### config.mk
export PLATFORM = sky130hd
export DESIGN_NAME = line_steer_ctrl
export DESIGN_NICKNAME = d
export VERILOG_FILES = /design/src/rtl/line_steer_ctrl.sv
export SDC_FILE = /design/constraint.sdc
export NUM_CORES = 1
export LEC_CHECK = 0
export BUFFER_PORTS_ARGS = -buffer_cell sky130_fd_sc_hd__buf_2
export CAP_MARGIN = 10
export CORE_ASPECT_RATIO = 1.1
export CORE_MARGIN = 2
export CORE_UTILIZATION = 56
export CTS_BUF_LIST = sky130_fd_sc_hd__clkbuf_2 sky130_fd_sc_hd__clkbuf_4 sky130_fd_sc_hd__clkbuf_8
export DETAILED_ROUTE_END_ITERATION = 7
export HOLD_SLACK_MARGIN = 0.03
export PLACE_DENSITY = 0.89
export SLEW_MARGIN = 20
export SYNTH_ARGS = -nofsm -noshare
export SYNTH_HDL_FRONTEND = slang
export SYNTH_SLANG_ARGS = --single-unit
### constraint.sdc
create_clock -name pclk -period 5.5 [get_ports pclk]
set_input_delay 0.275 -clock pclk [delete_from_list [all_inputs] [get_ports pclk]]
set_output_delay 0.275 -clock pclk [all_outputs]
set_load 0.005 [all_outputs]
### src/rtl/line_steer_ctrl.sv
// rtl/line_steer_ctrl.sv - line-following steering controller with lost-line FSM and shadowed PWM
// Optional derivative term: define LINE_CTRL_KD_EN.
module line_steer_ctrl #(
  parameter int BASE_DUTY      = 128,
  parameter int DUTY_MAX       = 255,
  parameter int KP             = 16,
  parameter int KP_SHIFT       = 4,
  parameter int KD             = 8,
  parameter int KD_SHIFT       = 4,
  parameter int LOST_FRAMES    = 3,
  parameter int SEARCH_FRAMES  = 30,
  parameter int SEARCH_DUTY    = 100,
  parameter int PWM_DIV        = 4,
  parameter int DEFAULT_CENTER = 160
) (
  input  logic        pclk,
  input  logic        reset_n,
  input  logic        en,
  input  logic        centroid_valid,
  input  logic        detected,
  input  logic [15:0] centroid_x,
  input  logic [15:0] width_px,
  output logic [7:0]  duty_l,
  output logic [7:0]  duty_r,
  output logic        pwm_l,
  output logic        pwm_r,
  output logic [2:0]  state,
  output logic        line_lost
);

  typedef enum logic [2:0] {
    S_IDLE   = 3'd0,
    S_TRACK  = 3'd1,
    S_COAST  = 3'd2,
    S_SEARCH = 3'd3,
    S_STOP   = 3'd4
  } state_t;

  localparam logic signed [27:0] KP_W   = 28'(KP);
  localparam logic signed [9:0]  BASE_W = 10'(BASE_DUTY);
  localparam logic signed [9:0]  DMAX_W = 10'(DUTY_MAX);
  localparam logic [7:0]         SD_W   = 8'(SEARCH_DUTY);
  localparam logic [7:0]         LOST_W = 8'(LOST_FRAMES);
  localparam logic [7:0]         SRCH_W = 8'(SEARCH_FRAMES);
  localparam logic [15:0]        DIV_W  = 16'(PWM_DIV - 1);

  state_t             st;
  logic               v1;
  logic signed [16:0] err_q;
  logic [7:0]         miss_cnt, frame_cnt, miss_inc, frame_inc;
  logic [7:0]         cmp_l, cmp_r, cmp_l_n, cmp_r_n;
  logic [7:0]         shd_l_n, shd_r_n;
  logic [15:0]        pre;
  logic [7:0]         cnt, cnt_n;
  logic               tick, wrap;
  logic [15:0]        center;
  logic signed [16:0] err_in;
  logic signed [27:0] sum;
  logic signed [9:0]  steer, l_sum, r_sum;

`ifdef LINE_CTRL_KD_EN
  localparam logic signed [27:0] KD_W = 28'(KD);
  logic signed [16:0] prev_err;
`endif

  function automatic logic [7:0] clamp_duty(input logic signed [9:0] v);
    if (v < 10'sd0)
      return 8'd0;
    else if (v > DMAX_W)
      return DMAX_W[7:0];
    else
      return v[7:0];
  endfunction

  assign state     = st;
  assign miss_inc  = (miss_cnt == 8'hFF) ? miss_cnt : miss_cnt + 8'd1;
  assign frame_inc = (frame_cnt == 8'hFF) ? frame_cnt : frame_cnt + 8'd1;

  always_comb begin
    center = (width_px == 16'd0) ? 16'(DEFAULT_CENTER) : (width_px >> 1);
    err_in = $signed({1'b0, centroid_x}) - $signed({1'b0, center});
  end

  // err_q always holds the most recent TRACK error; it also sets the search spin direction.
  always_comb begin
    sum = (28'(err_q) * KP_W) >>> KP_SHIFT;
`ifdef LINE_CTRL_KD_EN
    sum = sum + (((28'(err_q) - 28'(prev_err)) * KD_W) >>> KD_SHIFT);
`endif
    if (sum > 28'sd255)
      steer = 10'sd255;
    else if (sum < -28'sd255)
      steer = -10'sd255;
    else
      steer = sum[9:0];
    l_sum = BASE_W + steer;
    r_sum = BASE_W - steer;
  end

  always_comb begin
    cmp_l_n = cmp_l;
    cmp_r_n = cmp_r;
    if (!en) begin
      cmp_l_n = 8'd0;
      cmp_r_n = 8'd0;
    end else if (v1) begin
      case (st)
        S_TRACK: begin
          cmp_l_n = clamp_duty(l_sum);
          cmp_r_n = clamp_duty(r_sum);
        end
        S_COAST: ;
        S_SEARCH: begin
          cmp_l_n = err_q[16] ? 8'd0 : SD_W;
          cmp_r_n = err_q[16] ? SD_W : 8'd0;
        end
        default: begin
          cmp_l_n = 8'd0;
          cmp_r_n = 8'd0;
        end
      endcase
    end
  end

  // Shadows only move on counter wrap so a PWM period never mixes two duties.
  always_comb begin
    tick    = (pre == DIV_W);
    wrap    = tick && (cnt == 8'hFF);
    cnt_n   = tick ? cnt + 8'd1 : cnt;
    shd_l_n = !en ? 8'd0 : (wrap ? cmp_l_n : duty_l);
    shd_r_n = !en ? 8'd0 : (wrap ? cmp_r_n : duty_r);
  end

  always_ff @(posedge pclk) begin
    if (!reset_n) begin
      st        <= S_IDLE;
      line_lost <= 1'b0;
      v1        <= 1'b0;
      err_q     <= '0;
      miss_cnt  <= '0;
      frame_cnt <= '0;
      cmp_l     <= '0;
      cmp_r     <= '0;
      duty_l    <= '0;
      duty_r    <= '0;
      pwm_l     <= 1'b0;
      pwm_r     <= 1'b0;
      pre       <= '0;
      cnt       <= '0;
`ifdef LINE_CTRL_KD_EN
      prev_err  <= '0;
`endif
    end else begin
      pre    <= tick ? 16'd0 : pre + 16'd1;
      cnt    <= cnt_n;
      cmp_l  <= cmp_l_n;
      cmp_r  <= cmp_r_n;
      duty_l <= shd_l_n;
      duty_r <= shd_r_n;
      pwm_l  <= (cnt_n < shd_l_n);
      pwm_r  <= (cnt_n < shd_r_n);
      if (!en) begin
        st        <= S_IDLE;
        line_lost <= 1'b0;
        v1        <= 1'b0;
        miss_cnt  <= '0;
        frame_cnt <= '0;
      end else begin
        v1 <= centroid_valid;
        if (centroid_valid) begin
          if (detected) begin
            st        <= S_TRACK;
            line_lost <= 1'b0;
            miss_cnt  <= '0;
            frame_cnt <= '0;
            err_q     <= err_in;
`ifdef LINE_CTRL_KD_EN
            prev_err  <= (st == S_TRACK) ? err_q : err_in;
`endif
          end else begin
            case (st)
              S_SEARCH: begin
                frame_cnt <= frame_inc;
                if (frame_inc >= SRCH_W)
                  st <= S_STOP;
              end
              S_STOP: ;
              default: begin
                miss_cnt <= miss_inc;
                if (miss_inc >= LOST_W) begin
                  st        <= S_SEARCH;
                  line_lost <= 1'b1;
                  frame_cnt <= '0;
                end else begin
                  st <= S_COAST;
                end
              end
            endcase
          end
        end
      end
    end
  end

endmodule

==> summary.md, run 1 <==
| Metric | Value |
|---|---|
| Port-buffer cells | 58 |
| RSZ-0062 raised after global routing | no |
| Syn_area_per_cell | 7.86 um^2 |
| Worst-Skew Late Latency | 0.37 ns |
| Layout cells sized above 1 | ~12% |
| FP Rows | 39 |
| Simple-Gate Fraction of Synth Area | 26.4% |
| Pin count of the biggest net entering global routing | 34 |
| CP Launch Type | register |
| Final nets | just under 900 |
| Die Ht | 113 um |
| Endpoints failing hold | 0 |
| Clock tree buffer depth | 2 |
| Post-synthesis net count | 844 |
| Post-synthesis mux area share | 0.352% |
| Delay-heaviest family, CP | simple AND/OR/NAND/NOR gates |
| Synth Register Bits | 96 |
| Vias | 5968 |
| Reg-to-reg endpoint | pwm_r |
| WS Path Type | reg2reg |
| Seq/Total Area, Yosys | 31.8% |
| Commonest non-fill, non-tap cells in the layout | dfxtp_1, nor2_1, a21oi_1, nand2_1, buf_2 |
| Inserted Diodes | 0 |
| P_sw | 0.000456 W |
| Vias in the first global route | 5548 |
| Critical Path RT | ~5.8 ns |
| Critical path buffers and inverters | 0 |
| Detail Placement HPWL | roughly 12 mm |
| Worst-path cell chain | or3_1 > or3_4 > a21o_1 > a21oi_1 > ha_1 > or3b_2 > o21a_1 > o31ai_4 > o311ai_0 > and3_1 > o21ai_0 > ha_1 > nand4_1 > nor2_1 > a2111oi_1 > or3b_2 > o31ai_1 |
| Die area | 11600 um^2 |
| First-pass GRT wire length | roughly 25 mm |
| Synth-to-layout area growth | 10.5% |
| Clock transition at path regs | 0.10 ns |
| GP Congestion | 1.00 |
| Synth warnings | 0 |
| CP max-delay cell | or3b_2 |
| Placed insts | about 950 |
| Commonest non-fill, non-tap cell in the layout | dfxtp_1 |
| Post-CTS Hold Buffers | 0 |
| Combinational family with the most area after synthesis | simple AND/OR/NAND/NOR gates |
| CP arrival | 5.59 ns |
| Post-synth ARST share | 0% |
| Mapped Cells | a little under 800 |
| Total gr overflow | 0 |
| Core area | 10400 um^2 |
| Clock share of power | 29.8% |
| Drt total wl | 15.2 mm |
| Switching power share of the total | 31.5% |
| Max-slew headroom | 42.1% |
| Critical path's largest stage delay | 0.51 ns |
| Compound-gate portion of the synthesized area | 25.3% |
| Iter 0 DRT Violations | 424 |
| Crit path to | pwm_r |
| Starting Density | 57.8% |
| CTS tree | yes |
| Fin crit period | 5.29 ns |
| Post-synth EDFFs | 0 |
| DR pass1 iterations | 7 |
| Reg2Reg Setup Slack | 0.21 ns |
| Chip Width | between 100 and 150 um |
| Initial antenna violation count | 0 |
| TritonCTS buffer count | 9 |
| Slew Limit Fails | 0 |
| Status | finished clean |
| DR WL/cell | ~16 um |
| Total negative slack | 0 ns |
| Sequential share of power | between 40% and 50% |
| Final critical-path share of the clock period | approximately 96% |
| Post-Synth XOR/XNOR Area | 3.77% |
| Maxcap violations | 0 |
| FF-to-FF path depth | 17 |
| Crit Path Max Fanout | 7 |
| Worst-Margin Slew | 0.847 ns |
| Peak supply drop | 0.110 mV |
| Post-DR vias/cell | 6.17 |
| Pwr dens | 217 nW/um^2 |
| RR Startpoint | err_q[4] |
| IO Pins | around 60 |
| CP Capture Type | register |
| Detailed-route DRC error count | 0 |
| CP Depth | 17 |
| Crit. Startpoint | err_q[4] |
| Combinational power share | 20.5% |
| Main synth FF type | dfxtp_1 |
| Number of distinct library cells after synthesis | 77 |
| Peak Freq | 0.189 GHz |
| Post-DRT Antenna Nets | 0 |
| TritonCTS Sinks | 96 |
| Global Route Usage Sum | 26.7% |
| HP Class | in2reg |
| Static leakage | 2.72 nW |
| CTS root buf | clkbuf_8 |
| Synth Cell Area | 6040 um^2 |
| Synth Area in Adders | roughly 8% |
| Internal | about 0.001 W |
| H-tree Lvls | 3 |
| Final setup vio count | 0 |
| Fin Clk Skew | roughly 0.015 ns |
| Post-route insts no fill | 967 |
==> metrics by stage <==
step                hold slack (ns)  instance area [um^2]  utilization, %  total power, W  setup slack [ns]
finish                        0.144                  6670            63.9         0.00145             0.208
floorplan                     0.371                  6040               -        0.000939             0.378
global placement              0.446                  6470            62.0         0.00102             0.228
detailed placement            0.464                  6470            62.0         0.00102             0.101
CTS                           0.130                  6650            63.7         0.00145            0.0567
global route                  0.159                  6670            63.9         0.00152            0.0323
==> cell families after synthesis <==
kind of cell               Yosys count
buffers and inverters               66
muxes                                2
AOI/OAI and AO/OA                  228
DFF                                 96
adders and majority gates           38
xor gates and xnor gates            26
and+or+nand+nor                    313
==> repair_timing <==
action | in CTS | in global routing
endpoints found under the setup margin | 0 | 1
setup buffers | 0 | 0
hold endpoints to repair | 0 | 0
resized for setup | 0 | 3
==> synthesized netlist by cell type (12+ instances only) <==
master | instances | area (um^2)
o21ai_0 | 50 | 250
inv_1 | 32 | 120
nand4_1 | 20 | 125
nor3_1 | 20 | 100
nand3_1 | 38 | 190
or3_1 | 16 | 100
and2_1 | 12 | 75.1
nor2_1 | 82 | 308
and3_1 | 18 | 113
nor4_1 | 12 | 75.1
nand2_1 | 58 | 218
a21oi_1 | 59 | 295
xnor2_1 | 17 | 149
dfxtp_1 | 96 | 1920
clkbuf_1 | 25 | 93.8
a21o_1 | 14 | 105
ha_1 | 37 | 463
a211oi_1 | 12 | 90.1
==> how the worst min path moves through the flow <==
stage,start,to,cells after the start,slack (ns)
2_1_floorplan,detected,line_lost,1,0.37
3_3_place_gp,pre[0],pre[0],1,0.45
3_5_place_dp,err_q[9],err_q[9],2,0.46
4_1_cts,centroid_valid,line_lost,2,0.13
5_1_grt,centroid_valid,line_lost,2,0.16
6_report,centroid_valid,line_lost,2,0.14
==> final cells by class <==
| class | instances | area, um^2 |
|---|---|---|
| fill | 940 | 3770 |
| clock inverter | 7 | 53.8 |
| inverter | 33 | 124 |
| multi-input combinational | 607 | 3870 |
| clock buffer | 9 | 124 |
| tap | 143 | 179 |
| sequential | 96 | 1920 |
| timing repair buffer | 72 | 395 |
==> routing by layer <==
| metal | GRT usage, % | up-vias | wire, um | part of all wire, % |
|---|---|---|---|---|
| li1 | - | 2966 | - | - |
| met5 | 0 | - | 0 | 0 |
| met4 | 10.7 | 0 | 358 | 2.4 |
| met2 | 45.5 | 239 | 7250 | 48 |
| met3 | 3.09 | 27 | 942 | 6.2 |
| met1 | 34.2 | 2736 | 6670 | 44 |
==> power groups by stage <==
stage / Clock [W] / Sequential, W / Combinational (W)
4_1_cts: 0.000442 / 0.000719 / 0.000288
2_1_floorplan: 0 / 0.000731 / 0.000208
3_5_place_dp: 0 / 0.000735 / 0.000285
6_report: 0.000432 / 0.000719 / 0.000296
5_1_grt: 0.000470 / 0.000722 / 0.000329
3_3_place_gp: 0 / 0.000734 / 0.000285
==> state kept, by name, summed over array words and instances (netlist names), 3 cells and up <==
signal	count
cnt	8
state	3
cmp_l	8
frame_cnt	8
err_q	17
duty_l	8
cmp_r	8
miss_cnt	8
duty_r	8
pre	16
Power figures use the tool's default switching activity.
==> run 2, diff against run 1 <==
--- a/config.mk
+++ b/config.mk
@@ -9,11 +9,11 @@
 export CAP_MARGIN = 10
 export CORE_ASPECT_RATIO = 1.1
 export CORE_MARGIN = 2
-export CORE_UTILIZATION = 56
+export CORE_UTILIZATION = 67
 export CTS_BUF_LIST = sky130_fd_sc_hd__clkbuf_2 sky130_fd_sc_hd__clkbuf_4 sky130_fd_sc_hd__clkbuf_8
 export DETAILED_ROUTE_END_ITERATION = 7
 export HOLD_SLACK_MARGIN = 0.03
-export PLACE_DENSITY = 0.89
+export PLACE_DENSITY = 0.95
 export SLEW_MARGIN = 20
 export SYNTH_ARGS = -nofsm -noshare
 export SYNTH_HDL_FRONTEND = slang
==> constraint.sdc (replaced) <==
create_clock -name pclk -period 6.7 [get_ports pclk]
set_input_delay 0.335 -clock pclk [delete_from_list [all_inputs] [get_ports pclk]]
set_output_delay 0.335 -clock pclk [all_outputs]
set_load 0.005 [all_outputs]
==> run 2 against run 1 <==
Against the previous run:
- core utilization is 10 points higher
- largest cell class unchanged
- first-iteration DRC count is 15% higher
- critical path type unchanged
- clock skew is 0.0029 ns lower
- sequential power is 18% lower
- via count is 3.8% higher
==> summary.md, run 2 (same netlist as run 1, synthesis figures left out) <==
| Metric | Value |
|---|---|
| M1 WL | 6.61 mm (-0.93%) |
| Detailed-route DRC error count | 0 (unchanged) |
| HP Class | in2reg |
| Area of the multi-input gates | 3850 um^2 (-0.55%) |
| Post-DRT Antenna Nets | 0 (unchanged) |
| Fin Clk Skew | 0.0122 ns (-0.00288 ns) |
| DR WL/cell | 17.5 um (+11%) |
| Post-CTS Hold Buffers | 0 (unchanged) |
| Static leakage | 2.66 nW (-2.1%) |
| Die area | 9790 um^2 (-16%) |
| Inserted Diodes | 0 (unchanged) |
| Max-slew headroom | 41.9% (-0.13 points) |
| Top layer in use | met4 |
| Die Ht | 104 um (-8.3%) |
| Total negative slack | 0 ns (unchanged) |
| H-tree Lvls | 3 (unchanged) |
| Endpoints failing hold | 0 (unchanged) |
| Layout cells sized above 1 | 11.1% (-1.1 points) |
| Global Route Usage Sum | 34.0% (+7.3 points) |
| Total gr overflow | 0 (unchanged) |
| Pwr dens | 184 nW/um^2 (-15%) |
| Final critical-path share of the clock period | 86.2% (-10 points) |
| First-pass GRT wire length | 27.3 mm (+8.3%) |
| Delay-heaviest family, CP | compound AO/OA/AOI/OAI gates |
| Final instance area | 6560 um^2 (-1.7%) |
| Vias | 6196 (+3.8%) |
| Peak supply drop | 0.0922 mV (-16%) |
| TritonCTS Sinks | 96 (unchanged) |
| RSZ-0062 raised after global routing | no |
| Post-CTS Setup Bufs | 0 (unchanged) |
| Post_cts resized | 0 (unchanged) |
| IO Pins | 59 (unchanged) |
| Initial antenna violation count | 0 (unchanged) |
| Largest Register | err_q |
| FP Rows | 36 (-7.7%) |
| Status | finished clean |
| CTS root buf | clkbuf_8 |
| Post-route insts no fill | 928 (-4.0%) |
| Critical Path RT | 6.98 ns (+1.19 ns) |
| Port-buffer cells | 58 (unchanged) |
| Chip Width | 94.5 um (-8.2%) |
| DR pass1 iterations | 6 (-1) |
| Length of routed met3 wiring | 1.15 mm (+22%) |
| Detail Placement HPWL | 12.3 mm (+6.8%) |
| GP Congestion | 1.07 (+7.2%) |
| Vias in the first global route | 5939 (+7.0%) |
| CP Launch Type | register |
| Fill count | 675 (-28%) |
| Maxcap violations | 0 (unchanged) |
| Core area | 8830 um^2 (-15%) |
| DR WL met2 | 7.90 mm (+9.0%) |
| CTS tree | yes |
| CP arrival | 6.06 ns (+0.47 ns) |
| Post-DR vias/cell | 6.68 (+8.2%) |
| Worst-Margin Slew | 0.849 ns (+0.00196 ns) |
| TritonCTS buffer count | 9 (unchanged) |
| Critical path buffers and inverters | 0 (unchanged) |
| Starting Density | 68.4% (+11 points) |
| Iter 0 DRT Violations | 487 (+15%) |
| Commonest non-fill, non-tap cells in the layout | dfxtp_1, nor2_1, a21oi_1, nand2_1, buf_2 |
| Slew Limit Fails | 0 (unchanged) |
| Crit Path Max Fanout | 14 (+7) |
| Register Area | 1920 um^2 (unchanged) |
| Worst-path cell chain | or4_4 > or3_4 > a21o_1 > a21oi_1 > ha_1 > or3b_2 > o21a_1 > o31ai_2 > o311ai_0 > and3_1 > o21ai_0 > ha_1 > nand4_1 > nor2_1 > a2111oi_0 > or3b_2 > o31ai_1 |
| Placed insts | 914 (-3.9%) |
| Regs by FF count | err_q (17), pre (16) |
| WS Path Type | reg2reg |
| Worst-Skew Late Latency | 0.37 ns (about the same) |
| CP Capture Type | register |
| Drt total wl | 16.3 mm (+6.9%) |
| Placed inst area | 6380 um^2 (-1.5%) |
| Synth-to-layout area growth | 8.57% |
| Clock tree buffer depth | 2 (unchanged) |
| Max reg flops | 17 (unchanged) |
| CP max-delay cell | or4_4 |
| Critical path's largest stage delay | 0.57 ns (+0.06 ns) |
| Final nets | 886 (-0.89%) |
| Pin count of the biggest net entering global routing | 29 (-15%) |
| Peak Freq | 0.173 GHz (-8.3%) |
| Commonest non-fill, non-tap cell in the layout | dfxtp_1 |
| Clock transition at path regs | 0.09 ns (about the same) |
| Fin crit period | 5.77 ns (+0.481 ns) |
| Final setup vio count | 0 (unchanged) |
-- run 2: path summary, 6_finish.rpt --
| kind | from | to | slack [ns] | cells past startpoint |
|---|---|---|---|---|
| max | err_q[0] | pwm_r | 0.93 | 17 |
| min | centroid_valid | line_lost | 0.21 | 2 |
| max reg2reg | err_q[0] | pwm_r | 0.93 | 17 |
| min reg2reg | pre[0] | pre[0] | 0.47 | 1 |
-- run 2: power breakdown --
| part | total (W) | internal (W) | switching (W) |
|---|---|---|---|
| sequential | 0.000592 | 0.000580 | 0.0000120 |
| clock | 0.000373 | 0.000170 | 0.000203 |
| combinational | 0.000243 | 0.0000910 | 0.000152 |
| total | 0.00121 | 0.000841 | 0.000367 |
-- run 2: cell type report --
class	instances	share of cell area (%)
clock buffers	9	1.89
clock inverters	5	0.878
inverters	33	1.89
multi-input cells	607	58.8
flip-flops and latches	96	29.3
well taps	114	2.17
repair buffers	64	5.11
-- run 2: per-layer routing --
layer	global-route usage, %	vias to the layer above
li1	-	2946
met1	42.1	2871
met2	56.9	314
met3	4.80	65
met4	17.4	0
met5	0	-
-- run 2: worst reg2reg max path: stages, from the launching register on --
cell and delay [ns]:
dfxtp_1 0.37, or4_4 0.57, or3_4 0.35, a21o_1 0.33, a21oi_1 0.21, ha_1 0.26
or3b_2 0.51, o21a_1 0.22, o31ai_2 0.41, o311ai_0 0.28, and3_1 0.26, o21ai_0 0.25
ha_1 0.30, nand4_1 0.13, nor2_1 0.06, a2111oi_0 0.51, or3b_2 0.51, o31ai_1 0.18
-- run 2: metrics by stage --
stage / power (W) / util (%) / setup slack [ns] / hold slack [ns]
3_5_place_dp: 0.000837 / 72.2 / 1.07 / 0.453
6_report: 0.00121 / 74.3 / 0.927 / 0.211
2_1_floorplan: 0.000771 / - / 1.58 / 0.430
5_1_grt: 0.00125 / 74.3 / 0.651 / 0.226
4_1_cts: 0.00120 / 74.3 / 1.05 / 0.201
3_3_place_gp: 0.000828 / 72.2 / 1.36 / 0.447
